===== config.mk =====
export PLATFORM = sky130hd
export DESIGN_NAME = rob_reg_ctrl
export DESIGN_NICKNAME = d
export VERILOG_FILES = /design/src/rtl/rob_pkg.sv /design/src/rtl/rob_ptr_ctr.sv /design/src/rtl/rob_reg_ctrl.sv
export SDC_FILE = /design/constraint.sdc
export NUM_CORES = 1
export LEC_CHECK = 0
export ABC_CLOCK_PERIOD_IN_PS = 5200
export CAP_MARGIN = 30
export CORE_AREA = 2 2 488 490
export CTS_CLUSTER_SIZE = 24
export DETAILED_ROUTE_END_ITERATION = 8
export DIE_AREA = 0 0 490 492
export GPL_TIMING_DRIVEN = 0
export HOLD_SLACK_MARGIN = 0.02
export PLACE_DENSITY = 0.3
export SETUP_SLACK_MARGIN = 0.02
export SYNTH_ARGS = -nofsm -noshare
export SYNTH_HDL_FRONTEND = slang
export SYNTH_SLANG_ARGS = --single-unit

===== constraint.sdc =====
create_clock -name clk -period 5.2 [get_ports clk]
set_input_delay 1.04 -clock clk [delete_from_list [all_inputs] [get_ports clk]]
set_output_delay 1.04 -clock clk [all_outputs]
set_load 0.1 [all_outputs]

===== src/rtl/rob_pkg.sv =====
// rob_pkg: tag type and wrapping pointer increment shared by the reorder-buffer control
package rob_pkg;
    localparam int rob_depth = 32;
    typedef logic [$clog2(rob_depth)-1:0] rob_tag_t;
    function automatic int unsigned ptr_inc(input int unsigned p, input int unsigned depth);
        return (p >= depth - 1) ? 0 : p + 1;
    endfunction
endpackage


===== src/rtl/rob_ptr_ctr.sv =====
// rob_ptr_ctr: pointer register that advances on en and wraps at p_depth-1
module rob_ptr_ctr
    import rob_pkg::*;
#(
    parameter int p_depth    = 32,
    parameter int p_ptrwidth = $clog2(p_depth)
) (
    input  logic                  clk,
    input  logic                  rst,
    input  logic                  clr,
    input  logic                  en,
    output logic [p_ptrwidth-1:0] ptr
);
    always_ff @(posedge clk)
        if (!rst || clr) ptr <= '0;
        else if (en) ptr <= p_ptrwidth'(ptr_inc(32'(ptr), p_depth));
endmodule


===== src/rtl/rob_reg_ctrl.sv =====
// rob_reg_ctrl: in-order reorder-buffer control over an external register collection; flush port with ROB_CTRL_FLUSH_EN
module rob_reg_ctrl
    import rob_pkg::*;
#(
    parameter int p_depth    = 32,
    parameter int p_ptrwidth = $clog2(p_depth),
    parameter int p_bitwidth = 32
) (
    input  logic                  clk,
    input  logic                  rst,
`ifdef ROB_CTRL_FLUSH_EN
    input  logic                  flush,
`endif
    input  logic                  alloc_val,
    output logic                  alloc_rdy,
    output logic [p_ptrwidth-1:0] alloc_tag,
    input  logic                  wb_val,
    input  logic [p_ptrwidth-1:0] wb_tag,
    input  logic [p_bitwidth-1:0] wb_data,
    output logic                  deq_val,
    input  logic                  deq_rdy,
    output logic [p_bitwidth-1:0] deq_data,
    output logic [p_ptrwidth:0]   count,
    output logic [p_depth-1:0]    wr_data,
    output logic [p_bitwidth-1:0] wr_data_in,
    input  logic [p_bitwidth-1:0] data_out [p_depth],
    output logic [p_depth-1:0]    clr_occ,
    input  logic [p_depth-1:0]    occ
);
    localparam logic [p_ptrwidth:0] depth_c = (p_ptrwidth+1)'(p_depth);
    logic [p_ptrwidth-1:0] head;
    logic [p_ptrwidth:0]   off;
    logic fl, alloc_fire, deq_fire, wb_ok, wb_err;
`ifdef ROB_CTRL_FLUSH_EN
    assign fl = flush;
`else
    assign fl = 1'b0;
`endif
    rob_ptr_ctr #(.p_depth(p_depth), .p_ptrwidth(p_ptrwidth)) u_head (
        .clk(clk), .rst(rst), .clr(fl), .en(deq_fire), .ptr(head)
    );
    rob_ptr_ctr #(.p_depth(p_depth), .p_ptrwidth(p_ptrwidth)) u_tail (
        .clk(clk), .rst(rst), .clr(fl), .en(alloc_fire), .ptr(alloc_tag)
    );
    // off is the tag's distance from head modulo depth; the tag is live iff off < count
    always_comb begin
        alloc_rdy  = !fl && count < depth_c;
        deq_val    = !fl && count != '0 && occ[head];
        deq_data   = data_out[head];
        alloc_fire = alloc_val && alloc_rdy;
        deq_fire   = deq_val && deq_rdy;
        off        = wb_tag >= head ? {1'b0, wb_tag} - {1'b0, head}
                                    : {1'b0, wb_tag} + depth_c - {1'b0, head};
        wb_ok      = rst && !fl && wb_val && int'(wb_tag) < p_depth && off < count && !occ[wb_tag];
        wr_data    = wb_ok ? p_depth'(1) << wb_tag : '0;
        wr_data_in = wb_data;
        clr_occ    = !rst ? '0 : fl ? '1 : deq_fire ? p_depth'(1) << head : '0;
    end
    always_ff @(posedge clk)
        if (!rst || fl) count <= '0;
        else if (alloc_fire != deq_fire) count <= alloc_fire ? count + 1'b1 : count - 1'b1;
    always_ff @(posedge clk)
        if (!rst) wb_err <= 1'b0;
        else if (!fl && wb_val && !wb_ok) wb_err <= 1'b1;
    cover property (@(posedge clk) wb_err);
endmodule


==> reports/qor.tcl, run 1 <==
set qor(synth_largest_type_area_fraction_pct) 70.6
set qor(final.period_utilization_pct) 97.2
set qor(cts_tree) {done}
set qor(achievable-frequency_mhz) 198
set qor(final_hold_violation_count) 0
set qor(dpl_cell_area_um2) 28500
set qor(synthDistinctLibCells) 49
set qor(dominantRegCellSynth) {dfxtp_1}
set qor(hold_path.class) {register to register}
set qor(worstPathArrival_ns) 4.02
set qor(die_h_um) 492
set qor(htree_levels) 1
set qor(layout.area.seq_um2) 334
set qor(ctsRootBufferMaster) {clkbuf_16}
set qor(criticalPathCategory) {input pin to output port}
set qor(initial_utilization_pct) 4.46
set qor(first_pass_grt_wire_length_mm) 220
set qor(synthesis.instances) 855
set qor(postSynthNetCount) 1978
set qor(ios) 1239
set qor(post_synth.cell_area_avg_um2) 12.3
set qor(drt_iter0_drc) 875
set qor(grt_antenna_before_repair) 173
set qor(core_um2) 236000
set qor(first_global_vias) 16338
set qor(leakage_uw) 0.00911
set qor(wirelength_mm) 184
set qor(maximum_number_of_pins_on_one_net_before_global_route_repair) 15
set qor(startpoint_type) {input pin}
set qor(numPortBuffers) 1206
set qor(finish.net_count) 3256
set qor(post_synthesis_cell_area_um2) 10500
set qor(synth-async-reset-ratio_pct) 0
set qor(cp_endpoint_kind) {output port}
set qor(final_antenna_net_count) 0
set qor(maxSlewHeadroom_pct) 29.6
set qor(clkSlewWorstSetupHoldPaths_ns) 0.05
set qor(layout_cell_share_with_drive_strength_beyond_1_pct) 31.6
set qor(die_width_um) 490
set qor(gr-usage-all-layers_pct) 14.6
set qor(cts_made_buffers) 3
set qor(post_route_cell_area_um2) 29400
set qor(run_status) {completed}
set qor(placed_cells) 5294
set qor(ys_top_cells_by_area) {mux4_2 (71%), nand2_1 (4.2%), dfxtp_1 (3.0%)}
set qor(seq_area_frac_synth_pct) 3.04
set qor(post_drt_wl_per_cell_um) 34.5
set qor(detail_route.drc_violations) 0
set qor(finalCriticalPeriod_ns) 5.06
set qor(slew_viol_final) 0
set qor(powerDensity_nw_per_um2) 209
set qor(final_worst_clock_skew_ns) 0.00437
set qor(post-synth-top-count-cell) {mux4_2}
set qor(fp-row-count) 179
set qor(route.detailed.vias_per_inst) 2.87
set qor(worstPathRequired_ns) 4.16
set qor(multi_input_comb_area_um2) 10100
set qor(setup_viol_count_final) 0
set qor(post_synth_most_frequent_cells) {mux4_2 (330), nand2_1 (118), nor2_1 (67)}
set qor(final-instance-count-excl-fill) 5337
set qor(die_area_um2) 241000
set qor(area_delta_synth_final_pct) 179
set qor(finalWeightedCongestion) 0.840
set qor(fillCellCount) 26874
set qor(post-synth-top-area-cell) {mux4_2}
set qor(numClockSinks) 16
set qor(ir_drop_mv) 0.106
set qor(clk-insertion-delay-late_ns) 0.25
set qor(vias) 15321
set qor(number_of_maximum_capacitance_constraint_violations) 0
set qor(firstDrtPassIters) 5
set qor(synth.yosys.warnings) 0
set qor(worst_slew_pin_slew_ns) 1.05
set qor(synth_edf_count) 0
set qor(hpwl_mm) 170
set qor(grt_overflow) 0
set qor(ctsLongestPathBuffers) 2
set qor(synth-seq-cells) 16
set qor(critical_path.max_fanout) 7
-- metal layers --
layer | global-route usage [%] | routed length, um | vias up
li1 | - | - | 6236
met1 | 15.9 | 66800 | 7743
met2 | 28.1 | 98600 | 1042
met3 | 4.71 | 15400 | 228
met4 | 1.62 | 2640 | 72
met5 | 0 | 453 | -
-- cell type report --
| cell class | count | share of cell area (%) |
|---|---|---|
| inverter | 16 | 0.242 |
| timing repair buffer | 1276 | 46.7 |
| tap | 3167 | 13.5 |
| clock buffer | 4 | 0.302 |
| buffer | 132 | 3.57 |
| multi-input combinational | 688 | 34.3 |
| antenna | 38 | 0.323 |
| sequential | 16 | 1.14 |
-- state kept, by name (all words and copies together) (netlist names) --
name / flops
count: 6
u_tail.ptr: 5
u_head.ptr: 5
-- worst max-delay path, cell delays in order --
cell             delay (ns)
clkdlybuf4s50_1        0.52
mux2i_1                0.09
mux4_2                 0.53
a22o_1                 0.21
a311o_2                0.43
or3_1                  0.39
clkbuf_1               0.21
nor2_1                 0.12
buf_2                  0.45
-- cell families after synthesis --
family | count (synthesis) | share of synthesized area (%)
buffers and inverters | 151 | 6.77
adder cells (fa/ha/maj) | 25 | 3.11
multiplexers | 351 | 72.6
flip-flops | 16 | 3.04
AO/OA/AOI/OAI | 47 | 2.98
AND/OR/NAND/NOR | 258 | 10.8
XOR/XNOR | 7 | 0.713
-- cells in the final DEF (no fill, tap or decap), types with 6 or more instances in the layout --
cell type	synthesis	layout
nand2_2	0	11
nand2_1	118	106
buf_2	15	13
buf_4	32	78
dfxtp_1	16	11
inv_1	15	11
clkbuf_2	0	18
diode_2	0	38
buf_6	1	22
mux2i_1	16	16
nand3_1	20	16
a21o_1	6	6
a21oi_1	13	10
clkbuf_1	64	24
nor4_4	0	10
nand4_1	8	8
buf_12	0	21
nor2_4	0	32
nor2_1	67	35
mux4_2	330	330
buf_16	0	48
clkbuf_4	0	9
clkdlybuf4s50_1	0	1124
buf_8	0	22
or3_1	6	6
clkdlybuf4s15_2	0	7
buf_1	23	9
clkbuf_8	0	10
ha_1	23	20
clkbuf_16	0	6
-- worst paths after layout --
check	start	endpoint	slack, ns	cells after the start
worst max-delay path	occ[0]	clr_occ[25]	0.14	9
worst min-delay path	u_tail.ptr[4]$_SDFFE_PN0P_	u_tail.ptr[4]$_SDFFE_PN0P_	0.51	2
worst max register to register	count[5]$_SDFFE_PN0P_	count[5]$_SDFFE_PN0P_	2.23	10
worst min register to register	u_tail.ptr[4]$_SDFFE_PN0P_	u_tail.ptr[4]$_SDFFE_PN0P_	0.51	2
-- through the flow --
stage | total power, uW | hold slack, ns | util, % | setup TNS, ns | worst slack, ns
6_report | 6150 | 0.512 | 12.5 | 0 | 0.144
5_1_grt | 6450 | 0.530 | 12.4 | -0.0343 | -0.00988
4_1_cts | 6370 | 0.516 | 12.4 | -0.0197 | -0.0197
3_5_place_dp | 6040 | 0.507 | 12.1 | -175.54 | -3.25
3_3_place_gp | 5630 | 0.511 | 11.4 | -229.66 | -3.24
2_1_floorplan | 2840 | 0.557 | - | -1.88 | -0.440
-- power by group --
part	switching, uW	internal, uW	total, uW
clock	58.2	117	176
sequential	53.8	145	198
combinational	3120	2660	5770
total	3230	2920	6150
-- what timing repair did --
| action | CTS | global route |
|---|---|---|
| setup buffers | 15 | 8 |
| gates cloned | 0 | 0 |
| hold endpoints to repair | 0 | 0 |
| endpoints found under the setup margin | 96 | 32 |
| hold buffers | 0 | 0 |
| pin swaps | 9 | 8 |
| gates resized for setup | 550 | 25 |
Power figures use the tool's default switching activity.
==> run 2, diff against run 1 <==
==> constraint.sdc (replaced) <==
create_clock -name clk -period 5.2 [get_ports clk]
set_input_delay 1.04 -clock clk [delete_from_list [all_inputs] [get_ports clk]]
set_output_delay 1.04 -clock clk [all_outputs]
set_load 0.01 [all_outputs]
==> run 2 against run 1 <==
Compared with the run above: first-iteration DRC count decreased by 6.4%; register-to-register slack worse by 0.19 ns; total power is 17% lower; die area unchanged; clock skew fell by 0.0029 ns; non-clock buffer count down 14; core utilization down 0.58 points; wire length grew 0.62%; clock-buffer cell count shrank 1; critical endpoint is now clr_occ[16].
==> reports/qor.tcl, run 2 (synthesis gave the netlist of run 1 again) <==
set qor(post_route_cell_area_um2) 28100
set qor(grt_antenna_before_repair) 168
set qor(numPortBuffers) 1206
set qor(ctsLongestPathBuffers) 2
set qor(run_status) {completed}
set qor(postLayoutCoreUtil_pct) 11.9
set qor(dpl_cell_area_um2) 27200
set qor(route.detailed.vias_per_inst) 2.88
set qor(layout_top_registers) {count x6, u_head.ptr x5, u_tail.ptr x5}
set qor(whs_ns) 0.506
set qor(path_common_cell) {clkdlybuf4s50_1}
set qor(achievable-frequency_mhz) 198
set qor(startpoint_type) {input pin}
set qor(layout.cells.most_common_list) {clkdlybuf4s50_1 (1145), mux4_2 (330), nand2_1 (107)}
set qor(finish.net_count) 3242
set qor(switchingPower_uw) 2440
set qor(die_width_um) 490
set qor(grt_overflow) 0
set qor(clk-insertion-delay-late_ns) 0.24
set qor(maxSlewHeadroom_pct) 36.0
set qor(finalWeightedCongestion) 0.806
set qor(leakage_uw) 0.00878
set qor(first_pass_grt_wire_length_mm) 221
set qor(powerDensity_nw_per_um2) 182
set qor(final_hold_violation_count) 0
set qor(area_delta_synth_final_pct) 166
set qor(firstDrtPassIters) 5
set qor(dpl_worst_slack_ns) -2.66
set qor(numClockSinks) 16
set qor(slew_viol_final) 0
set qor(first_global_vias) 16056
set qor(die_h_um) 492
set qor(swShare_pct) 47.8
set qor(ctsRootBufferMaster) {clkbuf_16}
set qor(cts_hold_buf) 0
set qor(cellInternalPower_uw) 2660
set qor(clkSlewWorstSetupHoldPaths_ns) 0.05
set qor(detail_route.drc_violations) 0
set qor(p_seq_share_pct) 4.0
set qor(max_stage_delay_ns) 0.57
set qor(cp.buffers_inverters) 2
set qor(worst_slew_pin_slew_ns) 0.959
set qor(final_antenna_net_count) 0
set qor(ir_drop_mv) 0.135
set qor(worstPathCellList) {clkdlybuf4s50_1 > mux2i_1 > mux4_2 > a22o_1 > a311o_2 > or3_1 > nor2_1 > clkdlybuf4s50_1}
set qor(hold_path.class) {register to register}
set qor(final_worst_clock_skew_ns) 0.00151
set qor(fp-row-count) 179
set qor(critical_path.max_fanout) 6
set qor(cp_endpoint_kind) {output port}
set qor(vias) 15302
set qor(timing.critical_path.slowest_stage_cell) {clkdlybuf4s50_1}
set qor(setup_viol_count_final) 0
set qor(die_area_um2) 241000
set qor(drt_iter0_drc) 819
set qor(cts_made_buffers) 3
set qor(final.period_utilization_pct) 97.2
set qor(number_of_maximum_capacitance_constraint_violations) 0
set qor(post_drt_wl_per_cell_um) 34.8
set qor(rsz0062_at_grt) {true}
set qor(fin_ws_ns) 0.146
set qor(registers.top_by_ff_count) {count}
set qor(worstPathArrival_ns) 4.01
set qor(p_total_uw) 5100
set qor(number_of_flip_flops_under_the_largest_register_name) 6
set qor(criticalPathCategory) {input pin to output port}
set qor(layout_commonest_cell) {clkdlybuf4s50_1}
set qor(power.clock.fraction_pct) 3.0
set qor(ios) 1239
set qor(hpwl_mm) 172
set qor(maximum_number_of_pins_on_one_net_before_global_route_repair) 15
set qor(gr-usage-all-layers_pct) 14.7
set qor(layout_cell_share_with_drive_strength_beyond_1_pct) 26.9
set qor(initial_utilization_pct) 4.46
set qor(worstPathRequired_ns) 4.16
set qor(cts_tree) {done}
set qor(path_delay_family) {buffers and inverters}
set qor(finalCriticalPeriod_ns) 5.05
set qor(htree_levels) 1
set qor(pwr-share-comb_pct) 93.1
set qor(core_um2) 236000
set qor(wirelength_mm) 185
-- run 2: changes by cell type in the layout (fill, tap and decap cells not counted), moves of 7 or more --
cell | previous run | this run
buf_6 | 22 | 12
buf_4 | 78 | 63
buf_16 | 48 | 10
buf_12 | 21 | 6
nor4_4 | 10 | 3
nor2_4 | 32 | 4
dlygate4sd2_1 | 1 | 38
clkdlybuf4s50_1 | 1124 | 1145
clkbuf_2 | 18 | 26
nor2_1 | 35 | 58
-- run 2: path summary, 6_finish.rpt --
kind / startpoint / slack, ns / endpoint / cells past startpoint
worst min register to register: u_tail.ptr[4]$_SDFFE_PN0P_ / 0.51 / u_tail.ptr[4]$_SDFFE_PN0P_ / 2
worst max-delay path: occ[10] / 0.15 / clr_occ[16] / 8
worst min-delay path: u_tail.ptr[4]$_SDFFE_PN0P_ / 0.51 / u_tail.ptr[4]$_SDFFE_PN0P_ / 2
worst max register to register: count[5]$_SDFFE_PN0P_ / 2.04 / count[5]$_SDFFE_PN0P_ / 10
-- run 2: worst reg2reg max path, delay by kind of cell, from the launching register on --
kind / cells / cell delay (ns)
AO/OA/AOI/OAI: 5 / 0.86
adder cells (fa/ha/maj): 1 / 0.37
buffers and inverters: 2 / 0.84
flip-flops: 1 / 0.51
AND/OR/NAND/NOR: 2 / 0.51
-- run 2: stage by stage --
stage / instances / TNS (ns)
after global routing: 5291 / -0.0301
after global placement: 5228 / -243.24
after detailed placement: 5260 / -130.02
after floorplan: 855 / 0
final: 5318 / 0
after CTS: 5280 / 0
-- run 2: power by group through the flow --
stage / registers (uW) / logic, uW / clock network [uW]
4_1_cts: 208 / 4960 / 156
3_3_place_gp: 210 / 4670 / 0
5_1_grt: 208 / 5050 / 160
2_1_floorplan: 181 / 1920 / 0
3_5_place_dp: 211 / 4800 / 0
6_report: 203 / 4750 / 151
-- run 2: cell type report --
cell class | count | area [um2]
diodes | 34 | 85.1
repair buffers | 1264 | 12700
inverters | 16 | 71.3
plain buffers | 130 | 970
well taps | 3167 | 3960
multi-input cells | 688 | 9810
fillers | 27039 | 208000
clock buffers | 3 | 75.1
flip-flops and latches | 16 | 334
-- run 2: layer usage --
layer  part of all wire (%)  global-route usage [%]  vias to the layer above  wire (um)
li1                       -                       -                     6198          -
met1                     36                    16.1                     7755      67300
met2                     54                    28.5                     1027      99600
met3                    8.6                    4.91                      234      15900
met4                   0.88                   0.584                       88       1630
met5                   0.30                       0                        -        563
-- run 2: timing repair --
action,in CTS,in global routing
pin swaps,16,11
setup endpoints to repair,96,41
buffers inserted,20,6
gates resized for setup,257,35
